[src/rtl/mod12_hour_display.sv]
// mod12_hour_display: turns a modulo-12 count into a 12-hour BCD hour, an AM/PM flag,
// a wrap pulse, a sticky illegal-count flag and a multiplexed two-digit 7-segment drive.
module mod12_hour_display #(
  parameter int unsigned REFRESH_DIV = 4
) (
  input  logic       clk,
  input  logic       reset,
  input  logic [3:0] q,
  output logic [7:0] hour_bcd,
  output logic       pm,
  output logic       wrap_pulse,
  output logic       err,
  output logic [1:0] an,
  output logic [6:0] seg
);

  localparam int unsigned CNT_W = (REFRESH_DIV > 1) ? $clog2(REFRESH_DIV) : 1;
  localparam logic [CNT_W-1:0] CNT_MAX = CNT_W'(REFRESH_DIV - 1);
  localparam logic [3:0] Q_MAX = 4'd11;

  logic [3:0]       q_r;
  logic [3:0]       q_p;
  logic [CNT_W-1:0] ref_cnt;
  logic             sel;
  logic [7:0]       hour_map_c;
  logic             wrap_c;
  logic [3:0]       digit_c;

  // Seven-segment encoding, seg[6:0] = g..a; non-decimal nibbles blank.
  function automatic logic [6:0] enc(input logic [3:0] d);
    logic [6:0] s;
    case (d)
      4'd0:    s = 7'h3F;
      4'd1:    s = 7'h06;
      4'd2:    s = 7'h5B;
      4'd3:    s = 7'h4F;
      4'd4:    s = 7'h66;
      4'd5:    s = 7'h6D;
      4'd6:    s = 7'h7D;
      4'd7:    s = 7'h07;
      4'd8:    s = 7'h7F;
      4'd9:    s = 7'h6F;
      default: s = 7'h00;
    endcase
    return s;
  endfunction

  // Count-to-hour mapping; an illegal captured count holds the previous hour.
  always_comb begin
    hour_map_c = hour_bcd;
    if (q_r == 4'd0) begin
      hour_map_c = 8'h12;
    end else if (q_r <= 4'd9) begin
      hour_map_c = {4'h0, q_r};
    end else if (q_r == 4'd10) begin
      hour_map_c = 8'h10;
    end else if (q_r == Q_MAX) begin
      hour_map_c = 8'h11;
    end
  end

  // A wrap needs a legal 11 immediately followed by a captured 0.
  assign wrap_c = (q_p == Q_MAX) && (q_r == 4'd0);

  // Input capture, hour, AM/PM, wrap and error state.
  always_ff @(posedge clk) begin
    if (!reset) begin
      q_r        <= 4'd0;
      q_p        <= 4'd0;
      hour_bcd   <= 8'h12;
      pm         <= 1'b0;
      wrap_pulse <= 1'b0;
      err        <= 1'b0;
    end else begin
      q_r        <= q;
      q_p        <= q_r;
      hour_bcd   <= hour_map_c;
      wrap_pulse <= wrap_c;
      if (wrap_c) begin
        pm <= ~pm;
      end
      if (q_r > Q_MAX) begin
        err <= 1'b1;
      end
    end
  end

  // Digit refresh timer: each digit is driven for REFRESH_DIV cycles.
  always_ff @(posedge clk) begin
    if (!reset) begin
      ref_cnt <= '0;
      sel     <= 1'b0;
    end else if (ref_cnt == CNT_MAX) begin
      ref_cnt <= '0;
      sel     <= ~sel;
    end else begin
      ref_cnt <= ref_cnt + CNT_W'(1);
    end
  end

  // Display decode from registers only, with leading-zero blanking on the tens digit.
  always_comb begin
    digit_c = sel ? hour_bcd[7:4] : hour_bcd[3:0];
    an      = sel ? 2'b10 : 2'b01;
    seg     = enc(digit_c);
    if (sel && (hour_bcd[7:4] == 4'd0)) begin
      seg = 7'h00;
    end
  end

endmodule

[config.mk]
export PLATFORM = sky130hd
export DESIGN_NAME = mod12_hour_display
export DESIGN_NICKNAME = d
export VERILOG_FILES = /design/src/rtl/mod12_hour_display.sv
export SDC_FILE = /design/constraint.sdc
export NUM_CORES = 1
export LEC_CHECK = 0
export BUFFER_PORTS_ARGS = -buffer_cell sky130_fd_sc_hd__buf_2
export CAP_MARGIN = 20
export CELL_PAD_IN_SITES_DETAIL_PLACEMENT = 0
export CELL_PAD_IN_SITES_GLOBAL_PLACEMENT = 1
export CORE_ASPECT_RATIO = 1.5
export CORE_UTILIZATION = 42
export CTS_BUF_LIST = sky130_fd_sc_hd__clkbuf_4
export DETAILED_ROUTE_END_ITERATION = 7
export HOLD_SLACK_MARGIN = 0.1
export PLACE_DENSITY_LB_ADDON = 0.1
export SYNTH_ARGS = -nofsm -noshare
export SYNTH_HDL_FRONTEND = slang
export SYNTH_SLANG_ARGS = --single-unit
export TNS_END_PERCENT = 10
[constraint.sdc]
create_clock -name clk -period 2.7 [get_ports clk]
set_input_delay 0.135 -clock clk [delete_from_list [all_inputs] [get_ports clk]]
set_output_delay 0.135 -clock clk [all_outputs]
set_load 0.02 [all_outputs]
After elaboration in Yosys (flattened, before gate mapping)
Memory sizes are Yosys's and may differ from the RTL's.
Index checks and enable logic that the tools add are counted.
{"block": "totals", "regBits": 19, "romBits": 112, "out_inout_bits": 20, "elab_cells": 32, "mem_count": 1}
{"name": "(no name shown)", "words": 16, "word_bits": 7, "rd": 1, "rd_clocked_by_memory_dff": 0, "write_ports": 0, "line_no": "32", "text": "case (d)"}
{"block": "op_classes", "n_addsub": 1, "order_cmp": 2, "n_eq_ne": 4, "n_mux": 6, "bitwise": 3, "n_reduce_logical": 7}
{"operator": "$mux W5", "count": 3}
{"operator": "$eq A4 B4 Y1 const B", "count": 3}
{"operator": "$logic_not A4 Y1", "count": 2}
{"operator": "$mux W7", "count": 1}
{"operator": "$gt A4 B4 Y1 const B", "count": 1}
{"operator": "$le A4 B4 Y1 const B", "count": 1}
{"operator": "$mux W4", "count": 1}
{"operator": "$reduce_or A2 Y1", "count": 2}
{"operator": "$not A1 Y1", "count": 3}
{"operator": "$reduce_bool A3 Y1", "count": 1}
{"operator": "$add A2 B1 Y2 const B", "count": 1}
{"operator": "$eq A2 B2 Y1 const B", "count": 1}
{"operator": "$logic_and A1 B1 Y1", "count": 2}
{"operator": "$mux W2", "count": 1}

Logic depth before layout (Yosys ltp)
Gate-level depths: netlist of the first run.
{"block": "depth", "depth_word": 4, "ltp_mapped": 8}

Least setup slack after synthesis of the first run
OpenSTA, ideal clock, no wires.
{"block": "synth_path", "kind": "register -> output", "startpoint": "reg sel", "endpoint": "out seg[5]", "arrival_ns": 1.681, "required_time_ns": 2.565, "path_slack_ns": 0.884, "path_stages_with_launch": 8, "path_buffers": 1, "cell_sequence": "dfxtp_1 > buf_2 > inv_2 > a21boi_1 > inv_1 > ha_1 > a31oi_1 > a2bb2oi_1"}
{"block": "synth_via", "elab_chain_len": 3, "elab_cells_between_ends": 4, "classes_between": "mux (2); reduce/logical (1); memory (1)"}
{"element": "from (decl)", "line_no": "24", "text": "logic sel;"}
{"element": "from (signal assigned)", "line_no": "95", "text": "sel <= ~sel;"}
{"element": "$mux W4", "line_no": "103", "text": "digit_c = sel ? hour_bcd[7:4] : hour_bcd[3:0];"}
{"element": "$mem_v2 Z16 W7"}
{"element": "$mux W7 (*)", "line_no": "106", "text": "if (sel && (hour_bcd[7:4] == 4'd0)) begin"}
{"element": "to (decl)", "line_no": "14", "text": "output logic [6:0] seg"}
Every way passes the cells marked *; elsewhere a longest branch is shown, timed or not.

Final worst setup path of the first run
Same ends and word-level chain as after synthesis.

==> results of run 1 <==
[registers in the layout, summed over array words and instances, names as in the netlist]
signal and cells:
wrap_pulse 1, q_p 4, q_r 4, hour_bcd 5
pm 1, err 1, ref_cnt 2, sel 1
[metrics by stage]
stage | total power [mW] | utilization (%) | cell area, sq um | setup WS, ns | hold WS [ns]
final | 0.607 | 53.6 | 1110 | 0.465 | 0.169
after floorplan | 0.425 | - | 961 | 0.884 | 0.262
after detailed placement | 0.463 | 50.2 | 1040 | 0.807 | 0.344
after global placement | 0.461 | 50.2 | 1040 | 0.834 | 0.340
after global routing | 0.643 | 53.6 | 1110 | 0.310 | 0.170
after CTS | 0.612 | 53.6 | 1110 | 0.479 | 0.167
[cell type report]
type	count	area (sq um)	share of cell area [%]
clock buffers	4	30.0	2.70
inverters	6	22.5	2.02
multi-input cells	76	503	45.2
flip-flops and latches	19	380	34.2
well taps	22	27.5	2.47
repair buffers	26	150	13.5
[critical path, stage by stage, from the launching register on]
cell and delay (ns):
dfxtp_1 0.56, inv_2 0.12, a21boi_1 0.28, ha_1 0.28
nor2_1 0.05, a31oi_1 0.18, a2bb2oi_1 0.16, buf_2 0.18
[cell usage in the layout, fill, tap and decap left out]
cell type | Yosys | routed
nand2_1 | 6 | 6
dlygate4sd3_1 | 0 | 4
clkbuf_4 | 0 | 4
o311ai_1 | 1 | 1
o211ai_1 | 3 | 3
buf_2 | 2 | 22
o21ai_0 | 1 | 1
conb_1 | 1 | 3
and2_1 | 11 | 11
xor2_1 | 2 | 2
nor3_1 | 1 | 1
mux2i_1 | 1 | 1
nor2b_1 | 2 | 2
nand2b_1 | 3 | 3
o21ai_1 | 3 | 3
nor3b_1 | 2 | 2
or4_1 | 1 | 1
and3b_1 | 1 | 1
inv_1 | 4 | 4
dfxtp_1 | 19 | 19
a2bb2oi_1 | 2 | 2
nand4b_4 | 1 | 1
ha_1 | 6 | 6
a21oi_1 | 8 | 8
nor2_2 | 1 | 1
nand3_1 | 5 | 5
a21boi_1 | 3 | 3
a31oi_1 | 1 | 1
nor2_1 | 6 | 6
nand3b_1 | 2 | 2
inv_2 | 2 | 2
[path summary, 6_finish.rpt]
check / cells after the start / slack [ns] / start / endpoint
max: 7 / 0.46 / sel$_SDFFE_PN0N_ / seg[5]
min: 2 / 0.17 / reset / hour_bcd[1]$_SDFFE_PP1P_
min reg2reg: 1 / 0.43 / ref_cnt[0]$_SDFF_PP0_ / ref_cnt[0]$_SDFF_PP0_
max reg2reg: 3 / 1.37 / q_r[2]$_SDFF_PN0_ / pm$_SDFFE_PN0P_
[cells by family (layout without fill, tap and decap cells)]
logic type / count (synthesis) / after routing / synth area share [%]
AOI/OAI and AO/OA: 22 / 22 / 14.4
xor gates and xnor gates: 2 / 2 / 1.84
adders and majority gates: 6 / 6 / 7.87
buffers and inverters: 16 / 36 / 8.14
DFF: 19 / 19 / 39.9
muxes: 1 / 1 / 1.05
other: 1 / 3 / 0.393
and+or+nand+nor: 42 / 42 / 26.4
[metal layers]
layer	vias to the layer above	GRT usage, %
met4	0	11.4
met2	20	31.0
met5	-	0
met3	4	1.10
li1	400	-
met1	343	16.0
[power groups by stage]
stage               Clock (mW)  Sequential (mW)  Combinational [mW]
floorplan                    0            0.317               0.108
global placement             0            0.323               0.139
global route             0.166            0.319               0.158
detailed placement           0            0.323               0.140
CTS                      0.152            0.316               0.145
finish                   0.147            0.316               0.144
==> results.toml, run 1 <==
[clocking]
cts-buffers-inserted = 3
post_cts_buffers = 0
hold_buffers = 4
cts_root_buf = "clkbuf_4"
path_clk_slew_ns = 0.10
clk_latency_ns = 0.29
cts_buffer_depth = 2
cts.sinks = 19
cts_max_level = 1
cts_tree = "built"
cts_resized = 0

[synthesis]
syn_area_per_cell_sq_um = 8.75
synth_most_common_cell = "dfxtp_1"
syn_area_sq_um = 953
yosysSeqAreaShare_pct = 39.9
ys_warn_count = 0
synthFlopType = "dfxtp_1"
synth_edf_count = 0
synth.area.top_cells = "dfxtp_1, ha_1, and2_1"
synth_cells = 109
yosysTopAreaCell = "dfxtp_1"
synth_top_area_share_pct = 39.9
synth_common_cells = "dfxtp_1, and2_1, a21oi_1"
async_flop_share_pct = 0
postSynthRegisterBits = 19
synth_cell_types = 31

[die]
initial_core_util_pct = 45.9
dieHeight_microns = 60.4
ios = 26
coreArea_sq_um = 2080
die-area_sq_um = 2470
fp-row-count = 20
die_w_microns = 40.9

[placement]
dp_cells = 145
portBuffers = 22
gp_congestion = 0.695
dpl.hpwl_mm = 1.35

[power_and_ir_drop]
p_sw_uw = 185
power_frac_comb_pct = 23.6
ir_drop_uv = 311
p_leak_nw = 0.534
power.share.sequential_pct = 52.1
p_clk_share_pct = 24.3
netSwitchingFraction_pct = 30.5
p_per_area_nw_per_um2 = 545
internal_power_uw = 422

[route]
wl_mm = 1.79
first_pass_iters = 4
ant_nets = 0
top_layer_used = "met4"
met3RoutedLength_microns = 71
drtIter0Drc = 18
vias_per_cell = 5.01
drc = 0
m1WireLength_microns = 702
met2WireLength_microns = 981
via_count = 767
drt-wirelength-per-cell_microns = 11.7

[cells_and_area]
fillerInstances = 206
nets = 144
num_antenna_cells = 0
area_growth_pct = 16.8
instances_no_fill = 153
drive_above_1_share_pct = 22.9

[timing]
fmax_ghz = 0.447
finalHoldViolCount = 0
setup_tns_ns = 0
finalMaxSlewViolations = 0
rsz0062_at_grt = "no"
fin_crit_sh_pct = 82.8
finalSetupViolCount = 0
min_period_ns = 2.24
finClkSkew_ns = 0.00617

[critical_path]
cp-start-kind = "flop"
cp.arrival_ns = 2.10
path_max_fanout = 11
critPathRequiredTime_ns = 2.57
end_kind = "primary output"
critical_path_class = "flop to primary output"

[global_route]
grt_pass1_wl_mm = 2.80
grt_max_degree = 19
grt_pass1_vias = 687
track_usage_pct = 16.8
grt_overflow_total = 0
antenna_found_initial = 0

[outcome]
outcome = "completed"

[hold_path]
hp-class = "input port to flop"

[flow_run]
maxCapViolCount = 0
(Power assumes the default switching activity.)
==> run 2: changes to the inputs <==
--- a/config.mk
+++ b/config.mk
@@ -5,12 +5,13 @@
 export SDC_FILE = /design/constraint.sdc
 export NUM_CORES = 1
 export LEC_CHECK = 0
+export ABC_AREA = 1
 export BUFFER_PORTS_ARGS = -buffer_cell sky130_fd_sc_hd__buf_2
 export CAP_MARGIN = 20
 export CELL_PAD_IN_SITES_DETAIL_PLACEMENT = 0
 export CELL_PAD_IN_SITES_GLOBAL_PLACEMENT = 1
 export CORE_ASPECT_RATIO = 1.5
-export CORE_UTILIZATION = 42
+export CORE_UTILIZATION = 33
 export CTS_BUF_LIST = sky130_fd_sc_hd__clkbuf_4
 export DETAILED_ROUTE_END_ITERATION = 7
 export HOLD_SLACK_MARGIN = 0.1
==> constraint.sdc (replaced) <==
create_clock -name clk -period 2 [get_ports clk]
set_input_delay 0.1 -clock clk [delete_from_list [all_inputs] [get_ports clk]]
set_output_delay 0.1 -clock clk [all_outputs]
set_load 0.02 [all_outputs]
==> run 2 against run 1 <==
  * Setup slack lost 0.25 ns
  * Sequential share of layout area shrank 0.27 points
  * Core utilization shrank 11 points
  * Clock-buffer cell count is the same
  * Die area grew 22%
  * Clock power grew 37%
  * Non-clock buffer count is the same
  * Clock skew shrank 0.0041 ns
  * Critical path type unchanged
==> results.toml, run 2 <==
[timing]
finalHoldViolCount = 0
finalSetupViolCount = 0
rsz0062_at_grt = "no"
fmax_ghz = 0.561
finClkSkew_ns = 0.00203
setup_tns_ns = 0
min_period_ns = 1.78
finalMaxSlewViolations = 0
fin_ws_ns = 0.216
fin_crit_sh_pct = 89.2

[power_and_ir_drop]
p_clk_share_pct = 24.8
p_leak_nw = 0.599
p_per_area_nw_per_um2 = 720
power.share.sequential_pct = 51.6
power_frac_comb_pct = 23.6
ir_drop_uv = 387
netSwitchingFraction_pct = 30.9
p_sw_uw = 251
internal_power_uw = 560
total_power_uw = 811

[clocking]
path_clk_slew_ns = 0.10
cts_buffer_depth = 2
post_cts_buffers = 0
cts_root_buf = "clkbuf_4"
cts_max_level = 1
cts_tree = "built"
cts-buffers-inserted = 3
clk_latency_ns = 0.29
cts.sinks = 19

[cells_and_area]
largest_reg_flops = 5
layout_common_cells = "nand2_1, inv_1, buf_2"
postLayoutCellArea_sq_um = 1130
drive_above_1_share_pct = 24.0
instances_no_fill = 191
top_register = "hour_bcd"
num_antenna_cells = 0
area_growth_pct = 22.4
top_regs = "hour_bcd x5, q_p x4, q_r x4"
nets = 167
final_common_cell = "nand2_1"

[critical_path]
max_stage_delay_ns = 0.42
cp-start-kind = "flop"
reg2reg_slack_ns = 1.01
cp_common_cell = "nand2_1"
critPathRequiredTime_ns = 1.90
cp_num_buf_inv = 2
cp.arrival_ns = 1.68
cp_cell_sequence = "nand2_1 -> o21ai_2 -> inv_1 -> ha_1 -> nand2_1 -> a21oi_1 -> nor2_1 -> buf_2"
critPathTopFamily = "flip-flops"
end_kind = "primary output"
path_max_fanout = 7
r2r_cells = 6
critical_path_class = "flop to primary output"
slowest_stage = "dfxtp_2"
r2r_start = "q_r[2]$_SDFF_PN0_"
worstReg2RegEnd = "pm$_SDFFE_PN0P_"

[synthesis]
synth_cells = 127
synth_most_common_cell = "nand2_1"
syn_area_per_cell_sq_um = 7.24
synth_edf_count = 0
synth_common_cells = "nand2_1, inv_1, dfxtp_1"
yosysSeqAreaShare_pct = 41.4
postSynthRegisterBits = 19
ys_warn_count = 0
syn_area_sq_um = 920
synth_top_area_share_pct = 41.4
synth.area.top_cells = "dfxtp_1, nand2_1, inv_1"
async_flop_share_pct = 0
synthFlopType = "dfxtp_1"
yosysTopAreaCell = "dfxtp_1"
synth_cell_types = 22

[global_route]
grt_pass1_vias = 720
track_usage_pct = 14.8
grt_pass1_wl_mm = 3.14
grt_overflow_total = 0
grt_max_degree = 12
antenna_found_initial = 0

[flow_run]
maxCapViolCount = 0

[route]
ant_nets = 0
drc = 0
via_count = 806
wl_mm = 1.90
vias_per_cell = 4.22
drtIter0Drc = 8
drt-wirelength-per-cell_microns = 9.95
first_pass_iters = 2

[placement]
gp_congestion = 0.754
dp_cells = 183
portBuffers = 22
dpl.hpwl_mm = 1.57
post-place-ws_ns = 0.290
place_area_sq_um = 1050

[hold_path]
hp-class = "input port to flop"
hold_depth = 3
hold_start = "reset"
min_to = "q_r[0]$_SDFF_PN0_"

[die]
die_w_microns = 45.1
fp-row-count = 23
initial_core_util_pct = 34.7
dieHeight_microns = 66.7
coreArea_sq_um = 2650
ios = 26
die-area_sq_um = 3010

[outcome]
outcome = "completed"
-- run 2: cell type report --
type                    instances  area [sq um]
clock buffers                   4          30.0
inverters                      26          97.6
well taps                      37          46.3
repair buffers                 26           150
multi-input cells              79           420
fillers                       315          1520
flip-flops and latches         19           382
-- run 2: layer usage --
metal	track usage, %	vias to the layer above	routed length (microns)
met1	14.2	354	666
met3	2.44	5	56
li1	-	430	-
met5	0	-	0
met4	6.82	0	41
met2	28.6	17	1140
-- run 2: timing repair --
item                                    4_1_cts  5_1_grt
cloned                                        0        0
hold endpoints to repair                      4        0
resized for setup                             1        3
hold buffers                                  4        0
endpoints found under the setup margin        2        5
-- run 2: cells by family (layout without fill, tap and decap cells) --
family	count (synthesis)	count (layout)	synth area share, %
buffers and inverters	31	56	14.4
DFF	19	19	41.4
and+or+nand+nor	54	54	25.2
AOI/OAI and AO/OA	15	15	9.52
other	1	3	0.408
adders and majority gates	6	6	8.16
xor gates and xnor gates	1	1	0.953
-- run 2: how the worst max path moves through the flow --
stage | startpoint | endpoint | depth (start not counted)
after detailed placement | sel$_SDFFE_PN0N_ | seg[3] | 7
final | sel$_SDFFE_PN0N_ | seg[3] | 8
after floorplan | hour_bcd[0]$_SDFFE_PP0P_ | seg[3] | 7
after global routing | sel$_SDFFE_PN0N_ | seg[3] | 8
after CTS | sel$_SDFFE_PN0N_ | seg[3] | 8
after global placement | sel$_SDFFE_PN0N_ | seg[3] | 7
-- run 2: worst min-delay path, delay by kind of cell --
kind	cells	cell delay [ns]
buffers and inverters	2	0.20
and+or+nand+nor	1	0.07
-- run 2: power groups by stage --
stage                     Sequential [mW]  Clock (mW)  Combinational [mW]
after global placement              0.426           0               0.183
after global routing                0.424       0.232               0.214
after floorplan                     0.430           0               0.132
after CTS                           0.418       0.211               0.193
final                               0.418       0.201               0.192
after detailed placement            0.427           0               0.187
-- run 2: through the flow --
| step | hold WS (ns) | utilization (%) |
|---|---|---|
| floorplan | 0.198 | - |
| global placement | 0.283 | 39.6 |
| detailed placement | 0.284 | 39.6 |
| CTS | 0.104 | 42.2 |
| global route | 0.103 | 42.5 |
| finish | 0.114 | 42.5 |
